==> src/rtl/i2s_capture_if.sv <==
// i2s_capture_if: valid/ready word stream from the I2S capture stage to the driver FIFO
interface i2s_capture_if #(
  parameter int DATA_SIZE = 28
);
  logic                 source_valid;
  logic [DATA_SIZE-1:0] source_data;
  logic [1:0]           source_ready;
  modport master (output source_valid, source_data, input source_ready);
  modport slave (input source_valid, source_data, output source_ready);
endinterface

==> src/rtl/i2s_capture.sv <==
// i2s_capture: oversampled I2S deserialiser emitting tagged {chan, seq, sample} words
// through a one-deep valid/ready register, with sticky overflow and short-slot flags.
module i2s_capture #(
  parameter int SAMPLE_BITS = 24,
  parameter int DATA_SIZE = SAMPLE_BITS + 4,
  parameter int SYNC_STAGES = 2
) (
  input  logic          clk,
  input  logic          rst,
  input  logic          i2s_bclk,
  input  logic          i2s_lrclk,
  input  logic          i2s_sdata,
  input  logic          enable,
  input  logic          flags_clr,
  i2s_capture_if.master src,
  output logic          overflow,
  output logic          short_frame
);
  localparam int CW = $clog2(SAMPLE_BITS + 1);
  typedef enum logic [1:0] {IDLE, ARM, HUNT, SHIFT} state_t;
  state_t                 state;
  logic [SYNC_STAGES-1:0] bclk_s, lr_s, sd_s;
  logic                   bclk_prev, lr_prev, chan;
  logic [2:0]             seq;
  logic [CW-1:0]          bitcnt;
  logic [SAMPLE_BITS-2:0] shreg;
  logic                   rise, lr, sd, take, last_bit;
  logic [SAMPLE_BITS-1:0] sample;
  assign rise     = bclk_s[SYNC_STAGES-1] & ~bclk_prev;
  assign lr       = lr_s[SYNC_STAGES-1];
  assign sd       = sd_s[SYNC_STAGES-1];
  assign sample   = {shreg, sd};
  assign take     = !src.source_valid || src.source_ready[0];
  assign last_bit = bitcnt == CW'(SAMPLE_BITS - 1);
  always_ff @(posedge clk or negedge rst)
    if (!rst) begin
      bclk_s           <= '0;
      lr_s             <= '0;
      sd_s             <= '0;
      bclk_prev        <= 1'b0;
      lr_prev          <= 1'b0;
      chan             <= 1'b0;
      seq              <= '0;
      bitcnt           <= '0;
      shreg            <= '0;
      state            <= IDLE;
      src.source_valid <= 1'b0;
      src.source_data  <= '0;
      overflow         <= 1'b0;
      short_frame      <= 1'b0;
    end else begin
      bclk_s    <= {bclk_s[SYNC_STAGES-2:0], i2s_bclk};
      lr_s      <= {lr_s[SYNC_STAGES-2:0], i2s_lrclk};
      sd_s      <= {sd_s[SYNC_STAGES-2:0], i2s_sdata};
      bclk_prev <= bclk_s[SYNC_STAGES-1];
      if (src.source_valid && src.source_ready[0]) src.source_valid <= 1'b0;
      // clears come first so a same-cycle set below wins
      if (flags_clr) begin
        overflow    <= 1'b0;
        short_frame <= 1'b0;
      end
      if (!enable) state <= IDLE;
      else case (state)
        IDLE: state <= ARM;
        ARM: if (rise) begin
          lr_prev <= lr;
          state   <= HUNT;
        end
        HUNT: if (rise) begin
          lr_prev <= lr;
          if (lr != lr_prev) begin
            chan   <= lr;
            bitcnt <= '0;
            state  <= SHIFT;
          end
        end
        SHIFT: if (rise) begin
          lr_prev <= lr;
          if (lr != lr_prev) begin
            short_frame <= 1'b1;
            chan        <= lr;
            bitcnt      <= '0;
          end else begin
            shreg  <= sample[SAMPLE_BITS-2:0];
            bitcnt <= bitcnt + 1'b1;
            if (last_bit) begin
              state <= HUNT;
              seq   <= chan ? seq + 3'd1 : seq;
              if (take) begin
                src.source_valid <= 1'b1;
                src.source_data  <= DATA_SIZE'({chan, seq, sample});
              end else overflow <= 1'b1;
            end
          end
        end
      endcase
    end
endmodule
==> src/flat_wrapper.sv <==
// flat-port wrapper written by rule: the top's interface ports become plain ports
module i2s_capture_flat 
#(
  parameter int SAMPLE_BITS = 24,
  parameter int DATA_SIZE = SAMPLE_BITS + 4,
  parameter int SYNC_STAGES = 2
)
  (clk, rst, i2s_bclk, i2s_lrclk, i2s_sdata, enable, flags_clr, overflow, short_frame, src_source_valid, src_source_data, src_source_ready);
  i2s_capture_if #(.DATA_SIZE(DATA_SIZE)) src_i ();
  input  logic clk;
  input  logic rst;
  input  logic i2s_bclk;
  input  logic i2s_lrclk;
  input  logic i2s_sdata;
  input  logic enable;
  input  logic flags_clr;
  output logic overflow;
  output logic short_frame;
  output wire logic [$bits(src_i.source_valid)-1:0] src_source_valid;
  output wire logic [$bits(src_i.source_data)-1:0] src_source_data;
  input wire logic [$bits(src_i.source_ready)-1:0] src_source_ready;
  assign src_source_valid = src_i.source_valid;
  assign src_source_data = src_i.source_data;
  assign src_i.source_ready = src_source_ready;
  i2s_capture #(.SAMPLE_BITS(SAMPLE_BITS), .DATA_SIZE(DATA_SIZE), .SYNC_STAGES(SYNC_STAGES)) u_core (.clk(clk), .rst(rst), .i2s_bclk(i2s_bclk), .i2s_lrclk(i2s_lrclk), .i2s_sdata(i2s_sdata), .enable(enable), .flags_clr(flags_clr), .src(src_i), .overflow(overflow), .short_frame(short_frame));
endmodule
==> config.mk <==
export PLATFORM = sky130hd
export DESIGN_NAME = i2s_capture_flat
export DESIGN_NICKNAME = d
export VERILOG_FILES = /design/src/rtl/i2s_capture_if.sv /design/src/rtl/i2s_capture.sv /design/src/flat_wrapper.sv
export SDC_FILE = /design/constraint.sdc
export NUM_CORES = 1
export LEC_CHECK = 0
export CORE_MARGIN = 4
export CORE_UTILIZATION = 45
export DETAILED_ROUTE_END_ITERATION = 8
export DONT_BUFFER_PORTS = 1
export SLEW_MARGIN = 40
export SYNTH_ARGS = -nofsm -noshare
export SYNTH_HDL_FRONTEND = slang
export SYNTH_SLANG_ARGS = --single-unit
export TNS_END_PERCENT = 5
==> constraint.sdc <==
create_clock -name clk -period 2.8 [get_ports clk]
set_input_delay 0.28 -clock clk [delete_from_list [all_inputs] [get_ports clk]]
set_output_delay 0.28 -clock clk [all_outputs]
set_load 0.02 [all_outputs]
==> results.json, run 1 <==
{
  "status": "finished, final reports clean",
  "avgSynthCellArea_sq_um": 15.88,
  "antenna_found_initial": 0,
  "synth-edff-count": 0,
  "cp.arrival_ns": 2.26,
  "endpoint_kind": "flip-flop",
  "crit_fanout": 28,
  "most-common-layout-cells": "dfrtp_1 (73), mux2_2 (34), mux2_4 (20)",
  "port_buffers": 0,
  "placed_area_sq_um": 2988,
  "grt.total_usage_pct": 13.65,
  "tightest_slew_ns": 0.5513,
  "core-area_sq_um": 6314,
  "cp-start-kind": "flip-flop",
  "drtIter0Drc": 29,
  "fin_nets": 207,
  "syn_area_sq_um": 2923,
  "yosysUniqueCellTypes": 32,
  "rsz0062_at_grt": "no",
  "htree_levels": 3,
  "fin_crit_sh_pct": 72.87,
  "max-cap-violations": 0,
  "vias_per_cell": 5.410,
  "cts_resized": 0,
  "grt_max_degree": 74,
  "slew-limit-headroom_pct": 63.22,
  "drive_gt1_share_pct": 38.31,
  "root_buffer": "clkbuf_8",
  "die_x_microns": 88.59,
  "power_frac_clock_pct": 41.3,
  "crit_required_ns": 3.02,
  "power_density_nw_per_um2": 612.8,
  "hold_viol": 0,
  "seqPwrFrac_pct": 54.5,
  "worstSetupPathType": "reg -> reg",
  "slew_violations": 0,
  "max-vdd-ir-drop_mv": 0.3414,
  "area_growth_pct": 11.47,
  "routed_wl_microns": 4729,
  "min_path_type": "in -> reg",
  "diodes": 0,
  "post-route-min-period_ns": 2.040,
  "die_h_microns": 88.59,
  "drtPass1Iterations": 4,
  "cts.reportedPaths.clkPinSlew_ns": 0.08,
  "vias": 1504,
  "clock_sinks": 73,
  "numCtsBuffers": 9,
  "initial_core_util_pct": 46.29,
  "leakagePower_nw": 1.647,
  "io_pins": 40,
  "hpwl_microns": 3058,
  "syn_inst": 184,
  "synth.net_count": 195,
  "clockBufferDepth": 2,
  "clock_latency_ns": 0.34,
  "final_common_cell": "dfrtp_1",
  "switchingPower_mw": 0.4559,
  "ys.flop_type": "dfrtp_1",
  "synthArstFlopShare_pct": 100.0,
  "ys_seq_area_share_pct": 62.50,
  "fin_ws_ns": 0.7596,
  "ys_ff_latch": 73,
  "post-route-cell-area_sq_um": 3258,
  "drc": 0,
  "grt_pass1_wl_microns": 7941,
  "grt_pass1_vias": 1610,
  "dp_slack_ns": 0.7471,
  "p_comb_share_pct": 4.2,
  "wl_per_cell_microns": 17.01,
  "gr-total-overflow": 0,
  "cts_tree": "yes",
  "ys_warn_count": 0,
  "dieArea_sq_um": 7848,
  "ant_nets": 0,
  "switching_share_pct": 22.83,
  "place.gp.congestion": 0.7722,
  "fin_skew_ns": 0.006042,
  "setup_viol": 0,
  "fin_tns_setup_ns": 0,
  "total_power_mw": 1.997,
  "max_freq_mhz": 490.1,
  "p_int_mw": 1.541,
  "row_count": 29
}
worst max-delay path, cell delays in order (launching register included):
cell	delay, ns
dfrtp_1	0.38
ha_1	0.23
nand4b_1	0.23
nor4_4	0.30
nand2_4	0.35
mux2_4	0.41
registers in the layout, indices dropped and copies added, names as in the netlist:
name / flops
u_core.shreg: 23
u_core.short_frame: 1
u_core.lr_s: 2
u_core.state: 2
u_core.bclk_prev: 1
u_core.lr_prev: 1
u_core.overflow: 1
u_core.seq: 3
u_core.bclk_s: 2
u_core.src.source_valid: 1
u_core.sd_s: 2
u_core.src.source_data: 28
u_core.bitcnt: 5
u_core.chan: 1
per-layer routing:
layer,share of wire [%],track usage [%]
met4,1.8,6.181
met1,43,16.62
met5,0,0
met2,48,21.07
met3,6.8,5.959
synthesized netlist by cell type, types with 2 or more instances:
cell	n	area share, %
xnor2_1	2	0.60
nand2b_1	2	0.43
o21ai_0	5	0.86
mux2_4	20	10
nand4b_1	2	0.60
buf_4	3	0.77
mux2_2	34	13
buf_6	2	0.77
nand2_1	8	1.0
dfrtp_1	73	62
a21oi_1	2	0.34
nor2_1	3	0.39
o31ai_1	2	0.51
nand3_1	2	0.34
inv_1	4	0.51
ha_1	2	0.86
o22ai_1	2	0.43
nor2b_1	2	0.43
through the flow:
stage	util [%]	hold WS (ns)	instances
after floorplan	-	-0.01559	184
after global placement	47.32	-0.01203	257
after detailed placement	47.32	-0.01256	257
after CTS	51.61	0.01352	278
after global routing	51.61	0.02890	278
final	51.61	0.03832	278
layout make-up:
cell class                 instances  area (sq um)
tap                               77         96.34
clock buffer                      10         137.6
sequential                        73          1827
multi-input combinational        102          1042
inverter                           4         15.01
clock inverter                     6         65.06
timing repair buffer               6         75.07
fill                             537          3055
cell families after synthesis:
group / count (synthesis) / share of synthesized area, %
compound gates: 17 / 3.810
buf+inv: 9 / 2.055
mux: 55 / 23.72
simple gates: 25 / 5.908
flops: 73 / 62.50
xor+xnor: 3 / 1.156
fa+ha+maj: 2 / 0.8560
power by group through the flow:
stage               clock (mW)  sequential, mW  combinational (mW)
floorplan                    0            1.10              0.0486
global placement             0            1.11              0.0501
detailed placement           0            1.11              0.0546
CTS                      0.858            1.09              0.0844
global route             0.898            1.09              0.0927
finish                   0.825            1.09              0.0832
path summary, 6_finish.rpt:
check / endpoint / slack [ns] / cells past startpoint / startpoint
max reg2reg: u_core.src.source_data[12] / 0.76 / 5 / u_core.bitcnt[1]
min in group asynchronous: u_core.bitcnt[2] / 0.49 / 2 / rst
max: u_core.src.source_data[12] / 0.76 / 5 / u_core.bitcnt[1]
min reg2reg: u_core.bclk_s[1] / 0.35 / 0 / u_core.bclk_s[0]
max in group asynchronous: u_core.state[1] / 2.03 / 2 / rst
min: u_core.short_frame / 0.04 / 1 / flags_clr
what timing repair did:
action	CTS	global route
hold endpoints to repair	76	0
setup buffers	0	0
hold buffers	5	0
(Power assumes the default switching activity.)
==> inputs of run 2 (changes only) <==
--- a/config.mk
+++ b/config.mk
@@ -5,6 +5,7 @@
 export SDC_FILE = /design/constraint.sdc
 export NUM_CORES = 1
 export LEC_CHECK = 0
+export ABC_AREA = 1
 export CORE_MARGIN = 4
 export CORE_UTILIZATION = 45
 export DETAILED_ROUTE_END_ITERATION = 8
==> constraint.sdc (replaced) <==
create_clock -name clk -period 2.05 [get_ports clk]
set_input_delay 0.205 -clock clk [delete_from_list [all_inputs] [get_ports clk]]
set_output_delay 0.205 -clock clk [all_outputs]
set_load 0.02 [all_outputs]
==> run 2 against run 1 <==
  * Clock power up 53%
  * Sequential power up 40%
  * Utilization down 0.68 points
  * Clock skew up 0.0054 ns
  * Cell count up 60%
  * Largest cell class unchanged
==> results.json, run 2 <==
{
  "yosysUniqueCellTypes": 24,
  "slew-limit-headroom_pct": 51.86,
  "synth_top_area_share_pct": 58.73,
  "grt_max_degree": 74,
  "htree_levels": 3,
  "crit_family": "simple AND/OR/NAND/NOR gates",
  "dieArea_sq_um": 8307,
  "cts.reportedPaths.clkPinSlew_ns": 0.08,
  "crit_path_frequent_cell": "nand2_1",
  "synth-simple-area-share_pct": 31.50,
  "syn_inst": 351,
  "crit_chain": "inv_1 > nor2_1 > nor2_4 > nand3_4 > nand2_1 > nand2_1",
  "status": "finished, final reports clean",
  "fin_skew_ns": 0.01143,
  "vias": 2264,
  "fin_crit_sh_pct": 86.63,
  "max-vdd-ir-drop_mv": 0.4391,
  "dp_slack_ns": 0.04983,
  "fin_ws_ns": 0.2741,
  "clock_sinks": 73,
  "setup_viol": 0,
  "io_pins": 40,
  "tightest_slew_ns": 0.7214,
  "yosysTopAreaCell": "dfrtp_1",
  "synth_xor_area_share_pct": 0.2816,
  "synth_adder_area_share_pct": 0.8045,
  "most-common-layout-cells": "nand2_1 (162), dfrtp_1 (73), nand3_1 (40)",
  "die_x_microns": 91.14,
  "ys_seq_area_share_pct": 58.73,
  "ys_warn_count": 0,
  "worstSetupPathType": "reg -> reg",
  "max_freq_mhz": 563.1,
  "drtIter0Drc": 177,
  "dp.cells": 421,
  "core-area_sq_um": 6756,
  "hpwl_microns": 3789,
  "post-route-util_pct": 50.93,
  "grt_pass1_vias": 2250,
  "stdcell_count": 445,
  "grt_pass1_wl_microns": 10490,
  "max_stage_delay_ns": 0.46,
  "largest_register_ffs": 28,
  "ant_nets": 0,
  "numCtsBuffers": 9,
  "drtPass1Iterations": 4,
  "clockBufferDepth": 2,
  "crit_buf_inv": 1,
  "place.gp.congestion": 0.8472,
  "ys.flop_type": "dfrtp_1",
  "avgSynthCellArea_sq_um": 8.862,
  "cts_tree": "yes",
  "gr-total-overflow": 0,
  "grt.total_usage_pct": 15.56,
  "synth.net_count": 362,
  "antenna_found_initial": 0,
  "vias_per_cell": 5.088,
  "regToRegStartpoint": "u_core.src.source_valid",
  "post-route-min-period_ns": 1.776,
  "routed_wl_microns": 6119,
  "slowest_stage": "dfrtp_1",
  "top_regs": "u_core.src.source_data x28, u_core.shreg x23, u_core.bitcnt x5",
  "cp-start-kind": "flip-flop",
  "crit_fanout": 28,
  "synth.area.top_cells": "dfrtp_1 (59%), nand2_1 (20%), nand3_1 (6.4%)",
  "initial_core_util_pct": 46.04,
  "power_density_nw_per_um2": 865.9,
  "regMostFlops": "u_core.src.source_data",
  "diodes": 0,
  "fin_tns_setup_ns": 0,
  "synth-edff-count": 0,
  "clock_latency_ns": 0.34,
  "synthArstFlopShare_pct": 100.0,
  "fin_nets": 371,
  "yosysMostFrequentCell": "nand2_1",
  "wl_per_cell_microns": 13.75,
  "row_count": 30,
  "max-cap-violations": 0,
  "ys_ff_latch": 73,
  "die_h_microns": 91.14,
  "cp-startpoint": "u_core.src.source_valid",
  "cts_setup_buffers": 0,
  "area_growth_pct": 10.62,
  "min_path_type": "in -> reg",
  "muxShareOfSynthArea_pct": 0.3218,
  "endpoint_kind": "flip-flop",
  "crit_required_ns": 2.27,
  "total_power_mw": 2.979,
  "hold_viol": 0,
  "synth_compound_gate_area_share_pct": 2.212,
  "port_buffers": 0,
  "synth_commonest_cells": "nand2_1 (162), dfrtp_1 (73), nand3_1 (40), inv_1 (15), nor2_1 (13)",
  "final_common_cell": "nand2_1",
  "hold_path_startpoint": "enable",
  "synth_top_family_by_area": "simple AND/OR/NAND/NOR gates",
  "slew_violations": 0,
  "leakagePower_nw": 1.883,
  "root_buffer": "clkbuf_8",
  "syn_area_sq_um": 3110,
  "drc": 0,
  "cp.arrival_ns": 2.00,
  "rsz0062_at_grt": "no",
  "drive_gt1_share_pct": 9.863
}
run 2: cell types whose count changed after synthesis, moves of 10 or more:
cell     previous run  this run
inv_1               4        15
mux2_2             34         0
mux2_4             20         0
nand2_1             8       162
nand3_1             2        40
nor2_1              3        13
run 2: metal layers:
metal / track usage (%) / part of all wire [%] / vias up
li1: - / - / 1122
met1: 20.71 / 47 / 1081
met2: 23.67 / 46 / 51
met3: 4.474 / 5.1 / 10
met4: 6.784 / 1.6 / 0
met5: 0 / 0 / -
run 2: cell type report:
cell class,instances,area (sq um)
clock buffers,10,137.6
flip-flops and latches,73,1827
multi-input cells,246,1099
repair buffers,10,110.1
well taps,80,100.1
fillers,650,3316
clock inverters,6,91.34
inverters,20,76.32
run 2: logic make-up after synthesis:
logic type	after synthesis
AND/OR/NAND/NOR	228
adder cells (fa/ha/maj)	2
buffers and inverters	33
XOR/XNOR	1
multiplexers	1
flip-flops	73
AO/OA/AOI/OAI	13
run 2: what timing repair did:
action,4_1_cts,5_1_grt
hold buffers,7,0
setup endpoints to repair,0,28
gates resized for setup,0,0
endpoints found under the hold margin,78,0
run 2: per-stage QoR:
stage | instance area (sq um) | hold slack [ns]
after CTS | 3435 | 0.003940
after global routing | 3441 | 0.05593
after global placement | 3118 | -0.08785
after floorplan | 3110 | -0.09059
after detailed placement | 3118 | -0.08796
final | 3441 | 0.02081
run 2: worst reg2reg max path: cells and delay by family (launching register included):
| family | cells | cell delay, ns |
|---|---|---|
| buffers and inverters | 1 | 0.10 |
| flip-flops | 1 | 0.46 |
| AND/OR/NAND/NOR | 5 | 1.10 |
run 2: report_power, final:
group | internal, mW | switching, mW | leakage, nW
registers | 1.48 | 0.0455 | 0.994
logic | 0.0557 | 0.134 | 0.772
clock network | 0.723 | 0.536 | 0.116
run 2: worst paths after layout:
check | to | cells past startpoint | slack, ns
worst min-delay path | u_core.state[0] | 2 | 0.02
worst max register to register | u_core.src.source_data[5] | 6 | 0.27
max in group asynchronous | u_core.src.source_data[4] | 2 | 1.33
worst min register to register | u_core.lr_s[1] | 0 | 0.35
worst max-delay path | u_core.src.source_data[5] | 6 | 0.27
min in group asynchronous | u_core.src.source_data[24] | 2 | 0.40
